**config.mk**
```make
export PLATFORM = sky130hd
export DESIGN_NAME = shot_clock_ctrl_flat
export DESIGN_NICKNAME = d
export VERILOG_FILES = /design/src/rtl/shot_clock_ctrl_if.sv /design/src/rtl/shot_clock_ctrl.sv /design/src/flat_wrapper.sv
export SDC_FILE = /design/constraint.sdc
export NUM_CORES = 1
export LEC_CHECK = 0
export CAP_MARGIN = 20
export CORE_MARGIN = 5
export CORE_UTILIZATION = 40
export DETAILED_ROUTE_END_ITERATION = 8
export HOLD_SLACK_MARGIN = 0.02
export PLACE_DENSITY = 0.55
export SYNTH_ARGS = -nofsm -noshare
export SYNTH_HDL_FRONTEND = slang
export SYNTH_SLANG_ARGS = --single-unit
```
**constraint.sdc**
```tcl
create_clock -name clk -period 2.8 [get_ports clk]
set_input_delay 0.42 -clock clk [delete_from_list [all_inputs] [get_ports clk]]
set_output_delay 0.42 -clock clk [all_outputs]
set_load 0.03 [all_outputs]
```
**src/rtl/shot_clock_ctrl_if.sv**
```systemverilog
// Control and display bundle between the game logic, the shot-clock
// controller and the seven-segment multiplexer.
interface shot_clock_ctrl_if;
  logic       start;
  logic       pause;
  logic       reload;
  logic       scan_en;
  logic [3:0] d3;
  logic [3:0] d2;
  logic [3:0] d1;
  logic [3:0] d0;
  logic       running;
  logic       expired;
  logic       buzz;

  modport master (
    output start, pause, reload,
    input  scan_en, d3, d2, d1, d0, running, expired, buzz
  );

  modport slave (
    input  start, pause, reload,
    output scan_en, d3, d2, d1, d0, running, expired, buzz
  );
endinterface

```
**src/rtl/shot_clock_ctrl.sv**
```systemverilog
// Shot-clock countdown: packed-BCD value decremented once per tick under
// start/pause/reload control, with digit-scan strobe, blink on expiry and
// a one-cycle buzzer pulse when the count reaches 00.
module shot_clock_ctrl #(
  parameter int unsigned TICK_DIV   = 100_000_000,
  parameter int unsigned SCAN_DIV   = 100_000,
  parameter logic [3:0]  START_TENS = 4'd1,
  parameter logic [3:0]  START_ONES = 4'd0
) (
  input  logic            clk,
  input  logic            rst,
  shot_clock_ctrl_if.slave bus
);

  localparam int unsigned TW = (TICK_DIV > 1) ? $clog2(TICK_DIV) : 1;
  localparam int unsigned SW = (SCAN_DIV > 1) ? $clog2(SCAN_DIV) : 1;
  localparam logic [TW-1:0] TICK_LAST = TW'(TICK_DIV - 1);
  localparam logic [SW-1:0] SCAN_LAST = SW'(SCAN_DIV - 1);
  localparam logic [3:0]    BLANK     = 4'hF;

  typedef enum logic [1:0] {IDLE, RUN, PAUSED, EXPIRED} state_t;

  state_t        state_q, state_d;
  logic [3:0]    tens_q, tens_d;
  logic [3:0]    ones_q, ones_d;
  logic [TW-1:0] tcnt_q, tcnt_d;
  logic          blink_q, blink_d;
  logic [SW-1:0] scnt_q, scnt_d;
  logic          scan_en_q, scan_en_d;
  logic          running_q, running_d;
  logic          expired_q, expired_d;
  logic          buzz_q, buzz_d;
  logic [3:0]    d1_q, d1_d;
  logic [3:0]    d0_q, d0_d;

  // Next-state, countdown and registered-output computation.
  always_comb begin
    state_d   = state_q;
    tens_d    = tens_q;
    ones_d    = ones_q;
    tcnt_d    = tcnt_q;
    blink_d   = blink_q;
    buzz_d    = 1'b0;
    scan_en_d = (scnt_q == SCAN_LAST);
    scnt_d    = (scnt_q == SCAN_LAST) ? '0 : scnt_q + 1'b1;

    if (bus.reload) begin
      state_d = IDLE;
      tens_d  = START_TENS;
      ones_d  = START_ONES;
      tcnt_d  = '0;
      blink_d = 1'b0;
    end else begin
      unique case (state_q)
        IDLE: begin
          if (bus.start) begin
            tcnt_d = '0;
            if ({tens_q, ones_q} != 8'h00) begin
              state_d = RUN;
            end else begin
              state_d = EXPIRED;
              buzz_d  = 1'b1;
              blink_d = 1'b0;
            end
          end
        end
        RUN: begin
          // A pause on a tick edge holds tcnt at its last value, so the
          // deferred tick fires on the first advancing edge after resume.
          if (bus.pause) begin
            state_d = PAUSED;
          end else if (tcnt_q == TICK_LAST) begin
            tcnt_d = '0;
            if (ones_q == 4'd0) begin
              ones_d = 4'd9;
              tens_d = tens_q - 4'd1;
            end else begin
              ones_d = ones_q - 4'd1;
            end
            if (tens_q == 4'd0 && ones_q == 4'd1) begin
              state_d = EXPIRED;
              buzz_d  = 1'b1;
              blink_d = 1'b0;
            end
          end else begin
            tcnt_d = tcnt_q + 1'b1;
          end
        end
        PAUSED: begin
          if (bus.start) state_d = RUN;
        end
        EXPIRED: begin
          if (tcnt_q == TICK_LAST) begin
            tcnt_d  = '0;
            blink_d = ~blink_q;
          end else begin
            tcnt_d = tcnt_q + 1'b1;
          end
        end
        default: state_d = IDLE;
      endcase
    end

    running_d = (state_d == RUN);
    expired_d = (state_d == EXPIRED);
    d1_d      = (state_d == EXPIRED && blink_d) ? BLANK : tens_d;
    d0_d      = (state_d == EXPIRED && blink_d) ? BLANK : ones_d;
  end

  // State and output registers with synchronous reset.
  always_ff @(posedge clk) begin
    if (rst) begin
      state_q   <= IDLE;
      tens_q    <= START_TENS;
      ones_q    <= START_ONES;
      tcnt_q    <= '0;
      blink_q   <= 1'b0;
      scnt_q    <= '0;
      scan_en_q <= 1'b0;
      running_q <= 1'b0;
      expired_q <= 1'b0;
      buzz_q    <= 1'b0;
      d1_q      <= START_TENS;
      d0_q      <= START_ONES;
    end else begin
      state_q   <= state_d;
      tens_q    <= tens_d;
      ones_q    <= ones_d;
      tcnt_q    <= tcnt_d;
      blink_q   <= blink_d;
      scnt_q    <= scnt_d;
      scan_en_q <= scan_en_d;
      running_q <= running_d;
      expired_q <= expired_d;
      buzz_q    <= buzz_d;
      d1_q      <= d1_d;
      d0_q      <= d0_d;
    end
  end

  assign bus.scan_en = scan_en_q;
  assign bus.running = running_q;
  assign bus.expired = expired_q;
  assign bus.buzz    = buzz_q;
  assign bus.d3      = BLANK;
  assign bus.d2      = BLANK;
  assign bus.d1      = d1_q;
  assign bus.d0      = d0_q;

endmodule

```
**src/flat_wrapper.sv**
```systemverilog
// flat-port wrapper written by rule: the top's interface ports become plain ports
module shot_clock_ctrl_flat 
#(
  parameter int unsigned TICK_DIV   = 100_000_000,
  parameter int unsigned SCAN_DIV   = 100_000,
  parameter logic [3:0]  START_TENS = 4'd1,
  parameter logic [3:0]  START_ONES = 4'd0
)
  (clk, rst, bus_start, bus_pause, bus_reload, bus_scan_en, bus_d3, bus_d2, bus_d1, bus_d0, bus_running, bus_expired, bus_buzz);
  shot_clock_ctrl_if bus_i ();
  input  logic clk;
  input  logic rst;
  input wire logic [$bits(bus_i.start)-1:0] bus_start;
  input wire logic [$bits(bus_i.pause)-1:0] bus_pause;
  input wire logic [$bits(bus_i.reload)-1:0] bus_reload;
  output wire logic [$bits(bus_i.scan_en)-1:0] bus_scan_en;
  output wire logic [$bits(bus_i.d3)-1:0] bus_d3;
  output wire logic [$bits(bus_i.d2)-1:0] bus_d2;
  output wire logic [$bits(bus_i.d1)-1:0] bus_d1;
  output wire logic [$bits(bus_i.d0)-1:0] bus_d0;
  output wire logic [$bits(bus_i.running)-1:0] bus_running;
  output wire logic [$bits(bus_i.expired)-1:0] bus_expired;
  output wire logic [$bits(bus_i.buzz)-1:0] bus_buzz;
  assign bus_i.start = bus_start;
  assign bus_i.pause = bus_pause;
  assign bus_i.reload = bus_reload;
  assign bus_scan_en = bus_i.scan_en;
  assign bus_d3 = bus_i.d3;
  assign bus_d2 = bus_i.d2;
  assign bus_d1 = bus_i.d1;
  assign bus_d0 = bus_i.d0;
  assign bus_running = bus_i.running;
  assign bus_expired = bus_i.expired;
  assign bus_buzz = bus_i.buzz;
  shot_clock_ctrl #(.TICK_DIV(TICK_DIV), .SCAN_DIV(SCAN_DIV), .START_TENS(START_TENS), .START_ONES(START_ONES)) u_core (.clk(clk), .rst(rst), .bus(bus_i));
endmodule
```
---- Word-level counts from Yosys, hierarchy flattened ----
Cells that the tools add are included.
storage, ports and cells
  register bits ........................... 67
  latch bits .............................. 0
  bits in writable memories ............... 0
  bits in read-only memories .............. 0
  output and inout port bits .............. 20
  logic and storage cells ................. 77
  memories kept ........................... 0
cells by class
  $add $sub $neg .......................... 4
  multipliers ............................. 0
  divide/modulo/power cells ............... 0
  magnitude comparators ................... 0
  eq/ne operators ......................... 10
  shift operators ......................... 0
  muxes and demuxes ....................... 38
  bitwise gates (word level) .............. 1
  reductions and logical operators ........ 11
operators by type and width
  cell                   number
  $mux 27                3
  $pmux 27 s3            1
  $mux 4                 12
  $add 27x1->27 const B  1
  $eq 27x27->1 const B   1
  $add 17x1->17 const B  1
  $eq 17x17->1 const B   1
  $mux 2                 7
  $mux 1                 12
  $logic_not 4->1        2
  $reduce_bool 8->1      1
  $sub 4x1->4 const B    2
  $eq 2x2->1 const B     3
  $pmux 2 s3             1
  $reduce_or 2->1        3
  $eq 2x1->1 const B     2
  $eq 4x1->1 const B     1
  $ne 2x2->1 const B     2
  $pmux 1 s3             1
  $reduce_and 3->1       1
  $reduce_bool 3->1      1
  $logic_and 1x1->1      2
  $logic_not 2->1        1
  $pmux 1 s2             1
  $not 1->1              1

---- Longest topological paths before layout ----
  depth in word-level cells ............... 10
  mapped depth ............................ 7
  depth with buffers taken out ............ 7

---- Worst setup path after synthesis ----
No wires, ideal clock.
  path kind ............................... register to register
  start point ............................. register u_core.tcnt_q[15]
  end point ............................... register u_core.d1_q[1], in the netlist u_core.bus.d1[1]
  setup time .............................. 0.076 ns
  data arrival time ....................... 1.964 ns
  setup slack ............................. 0.760 ns
  stages on the path, launching flop included .. 7
  cell sequence ........................... dfxtp_1 > nand3_2 > or4_4 > buf_6 > nor4_2 > mux2_1 > o22ai_1
between the ends
  cells in the longest elaborated chain, start to end .. 8
  elaborated cells on any way between the ends .. 17
ends and longest elaborated chain
  item                      RTL line                                      RTL
  start: declaration        shot_clock_ctrl.sv:26                         logic [TW-1:0] tcnt_q, tcnt_d;
  start signal: assignment  shot_clock_ctrl.sv:129                        tcnt_q <= tcnt_d;
  $eq 27x27->1 (*)          shot_clock_ctrl.sv:72, shot_clock_ctrl.sv:93
  $mux 2                    shot_clock_ctrl.sv:72                         end else if (tcnt_q == TICK_LAST) begin
  $mux 2                    shot_clock_ctrl.sv:70                         if (bus.pause) begin
  $pmux 2 s3                shot_clock_ctrl.sv:54                         unique case (state_q)
  $mux 2                    shot_clock_ctrl.sv:47                         if (bus.reload) begin
  $eq 2x2->1                shot_clock_ctrl.sv:106                        d1_d = (state_d == EXPIRED && blink_d) ? BLANK : tens_d;
  $logic_and 1x1->1         shot_clock_ctrl.sv:106
  $mux 4 (*)                shot_clock_ctrl.sv:106
  end signal: assignment    shot_clock_ctrl.sv:123                        d1_q <= START_TENS;
  end signal: assignment    shot_clock_ctrl.sv:136                        d1_q <= d1_d;
  end: declaration          shot_clock_ctrl.sv:33                         logic [3:0] d1_q, d1_d;
Every way passes the cells marked *; elsewhere a longest branch is shown, timed or not.
A chain may end at the register's enable or synchronous reset.

---- Final worst setup path ----
  start point ............................. register u_core.tens_q[0]
  end point ............................... register u_core.d0_q[0], in the netlist u_core.bus.d0[0]
between the ends
  cells in the longest elaborated chain, start to end .. 10
  elaborated cells on any way between the ends .. 20
ends and longest elaborated chain
  item                      RTL line                RTL
  start: declaration        shot_clock_ctrl.sv:24   logic [3:0] tens_q, tens_d;
  start signal: assignment  shot_clock_ctrl.sv:127  tens_q <= tens_d;
  $logic_not 4->1           shot_clock_ctrl.sv:80   if (tens_q == 4'd0 && ones_q == 4'd1) begin
  $logic_and 1x1->1         shot_clock_ctrl.sv:80
  $mux 2                    shot_clock_ctrl.sv:80
  $mux 2                    shot_clock_ctrl.sv:72
  $mux 2                    shot_clock_ctrl.sv:70
  $pmux 2 s3                shot_clock_ctrl.sv:54
  $mux 2                    shot_clock_ctrl.sv:47
  $eq 2x2->1                shot_clock_ctrl.sv:107  d0_d = (state_d == EXPIRED && blink_d) ? BLANK : ones_d;
  $logic_and 1x1->1 (*)     shot_clock_ctrl.sv:107
  $mux 4 (*)                shot_clock_ctrl.sv:107
  end signal: assignment    shot_clock_ctrl.sv:124  d0_q <= START_ONES;
  end signal: assignment    shot_clock_ctrl.sv:137  d0_q <= d0_d;
  end: declaration          shot_clock_ctrl.sv:34   logic [3:0] d0_q, d0_d;
Marked as above.

==> impl_metrics.csv <==
group,metric,value,unit
setup_path,critPathBufInv,1,
layout,drive_above_1_share,0.100,
pwr,pwr-share-clk,0.474,
global_route,grt_max_degree,26,
clocking,cts_root_buffer,"clkbuf_8",
job,maxCapViolations,0,
sta,slew_headroom,0.430,
synthesis,syn_avg_cell_area,8.87,um^2
synthesis,synth_cells,362,
sta,rsz0062_at_grt,"false",
detailed_routing,drtPass1Iterations,4,
synthesis,synth_seq_cells,67,
floorplanning,die_h,99.6,um
pwr,ir_worst_vdd,208,uV
sta,slew_viol_final,0,
setup_path,critPathLaunch,"u_core.tens_q[0]",
setup_path,arrival,2.45,ns
worst_hold_path,hold_depth,1,
layout,antenna_cells,0,
layout,synthToLayoutAreaGrowth,15.0,%
setup_path,reg2reg_depth,7,
setup_path,endpoint_kind,"flip-flop",
clocking,worstSkewPairLatency,0.34,ns
clocking,ctsHtreeMaxLevel,3,
floorplanning,start_util,0.413,
floorplanning,core,7770,um^2
detailed_routing,vias,2507,
global_route,grt_pass1_wl,11700,um
setup_path,path_class,"reg -> reg",
worst_hold_path,min-delay-path-class,"reg -> reg",
clocking,post_cts_resized,0,
synthesis,ys_async_sr_fraction,0,
setup_path,reg2reg_from,"u_core.tens_q[0]",
floorplanning,ios,25,
setup_path,worst_setup_path_start_kind,"flip-flop",
detailed_routing,drt_wl_total,6640,um
synthesis,synth-main-ff-cell,"dfxtp_1",
sta,worstMarginPinSlew,0.847,ns
clocking,cts_tree,"yes",
clocking,cts.sinks,67,
layout,fin_cells,491,
floorplanning,dieArea,9920,um^2
pwr,switching_share,0.226,
clocking,hold_buffers,0,
detailed_routing,drtAntennaViolNets,0,
global_route,track_usage,0.145,
clocking,clk_pin_slew,0.08,ns
sta,holdWs,0.448,ns
status,outcome,"finished, final reports clean",
sta,fmax,445,MHz
floorplanning,die_w,99.6,um
detailed_routing,drc_errors,0,
sta,setup_viol_count_final,0,
synthesis,ys_types,55,
sta,fin_crit_sh,0.802,
layout,finalNetCount,395,
pwr,leakage,1.29,nW
setup_path,cp_slowest_cell,"a311oi_4",
sta,final.setup_skew,0.00966,ns
clocking,cts_setup_buffers,0,
global_route,grt_pass1_vias,2457,
detailed_routing,via_per_inst,5.11,
synthesis,netlist_area,3210,um^2
sta,setup_ws,0.553,ns
setup_path,worstPathRequired,3.00,ns
synthesis,ys_warn_count,0,
pwr,p_seq_frac,0.487,
pwr,powerDensity,536,nW/um^2
placement,io_buffers,16,
detailed_routing,wire_per_inst,13.5,um
sta,tns,0,ns
sta,min_period,2.25,ns
pwr,internal_power,1.53,mW
setup_path,worst_r2r_endpoint,"u_core.bus.d0[0]",
global_route,gr-total-overflow,0,
synthesis,ys_seq_area_frac,0.418,
setup_path,cpPeakStageDelay,0.54,ns
placement,dp_hpwl,4750,um
detailed_routing,drtIter0Drc,66,
global_route,antenna_found_initial,0,
pwr,p_sw,0.448,mW
setup_path,path_delay_family,"simple AND/OR/NAND/NOR gates",
setup_path,worstPathCellList,"inv_1, ha_1, nor3b_1, and4_1, nor4b_1, a311oi_4, o32ai_1",
setup_path,crit_fanout,9,
setup_path,ff2ff_setup_slack,0.55,ns
worst_hold_path,hp-start,"u_core.scnt_q[0]",
placement,post-place-ws,0.446,ns
sta,hold_viol,0,
placement,gp_congestion,0.835,
floorplanning,placementRows,32,
placement,dp.cells,475,
synthesis,synth-edff-count,0,
worst_hold_path,whs_endpoint,"u_core.scnt_q[0]",
pwr,combPwrFrac,0.039,
clocking,cts_made_buffers,9,
clocking,clockBufferDepth,2,
[layout by cell type (no fill, tap or decap), types with 5 or more instances in the layout]
cell,Yosys,final
nand4_1,16,16
nor2b_1,6,6
a21oi_1,6,6
buf_4,8,5
clkbuf_8,0,11
clkdlybuf4s50_1,0,16
and4_1,7,7
xor2_1,23,23
xnor2_1,17,17
and3_1,9,9
inv_1,9,9
nor4_1,7,7
nor3_1,13,13
nor2_1,64,64
ha_1,6,6
nand2_1,26,26
nand3_1,14,14
dfxtp_1,67,67
conb_1,1,8
[registers in the layout, summed over array words and instances (netlist names), 2 cells and up]
name,cells
u_core.tens_q,4
u_core.tcnt_q,27
u_core.state_q,2
u_core.bus.d1,4
u_core.bus.d0,4
u_core.scnt_q,17
u_core.ones_q,4
[power by group through the flow]
stage | Clock (mW) | Combinational [mW] | Sequential, mW
2_1_floorplan | 0 | 0.0634 | 0.986
3_3_place_gp | 0 | 0.0767 | 0.987
3_5_place_dp | 0 | 0.0763 | 0.988
4_1_cts | 0.963 | 0.0771 | 0.965
5_1_grt | 1.01 | 0.0854 | 0.967
6_report | 0.940 | 0.0764 | 0.965
[routing by layer]
metal	track usage	routed length, um	vias to the layer above
met5	0	0	-
met4	0.0567	78	0
met3	0.0259	209	7
met2	0.224	2990	34
met1	0.199	3370	1160
li1	-	-	1306
[layout make-up]
cell class              instances  area [um^2]
clock buffers                  11          151
clock inverters                 5         85.1
fillers                       787         4070
inverters                       9         33.8
multi-input cells             276         1760
flip-flops and latches         67         1340
well taps                     102          128
repair buffers                 21          198
[worst reg2reg max path: stages (launching register included)]
cell and delay [ns]:
dfxtp_1 0.34, inv_1 0.06, ha_1 0.17, nor3b_1 0.42, and4_1 0.30, nor4b_1 0.09, a311oi_4 0.54, o32ai_1 0.18
[cells in the mapped netlist, drive strengths merged, types with 5 or more instances]
library cell | n | share of area
dfxtp | 67 | 0.42
nor2 | 64 | 0.075
nand2 | 26 | 0.030
xor2 | 23 | 0.063
nand4 | 18 | 0.042
xnor2 | 17 | 0.046
nand3 | 15 | 0.025
nor3 | 15 | 0.026
buf | 13 | 0.028
and3 | 9 | 0.018
inv | 9 | 0.011
nor4 | 9 | 0.021
and4 | 8 | 0.022
a21oi | 6 | 0.0093
ha | 6 | 0.023
nor2b | 6 | 0.012
o21ai | 5 | 0.0090
[logic make-up after synthesis]
logic type / Yosys count / share of synthesized area
XOR/XNOR: 40 / 0.109
flip-flops: 67 / 0.418
AO/OA/AOI/OAI: 32 / 0.0822
other: 1 / 0.00117
AND/OR/NAND/NOR: 186 / 0.310
multiplexers: 4 / 0.0129
adder cells (fa/ha/maj): 6 / 0.0234
buffers and inverters: 26 / 0.0432
[worst max path at each step]
stage,depth (start not counted),endpoint
floorplan,6,u_core.bus.d1[1]
global placement,6,u_core.bus.d0[0]
detailed placement,6,u_core.bus.d0[0]
CTS,7,u_core.bus.d0[3]
global route,7,u_core.bus.d0[0]
finish,7,u_core.bus.d0[0]
[metrics by stage]
stage	cell area [um^2]	power, mW	util
4_1_cts	3690	2.00	0.476
3_5_place_dp	3460	1.06	0.445
2_1_floorplan	3240	1.05	-
3_3_place_gp	3460	1.06	0.445
6_report	3690	1.98	0.476
5_1_grt	3690	2.06	0.476
No activity file was read; power rests on OpenSTA's default activity.
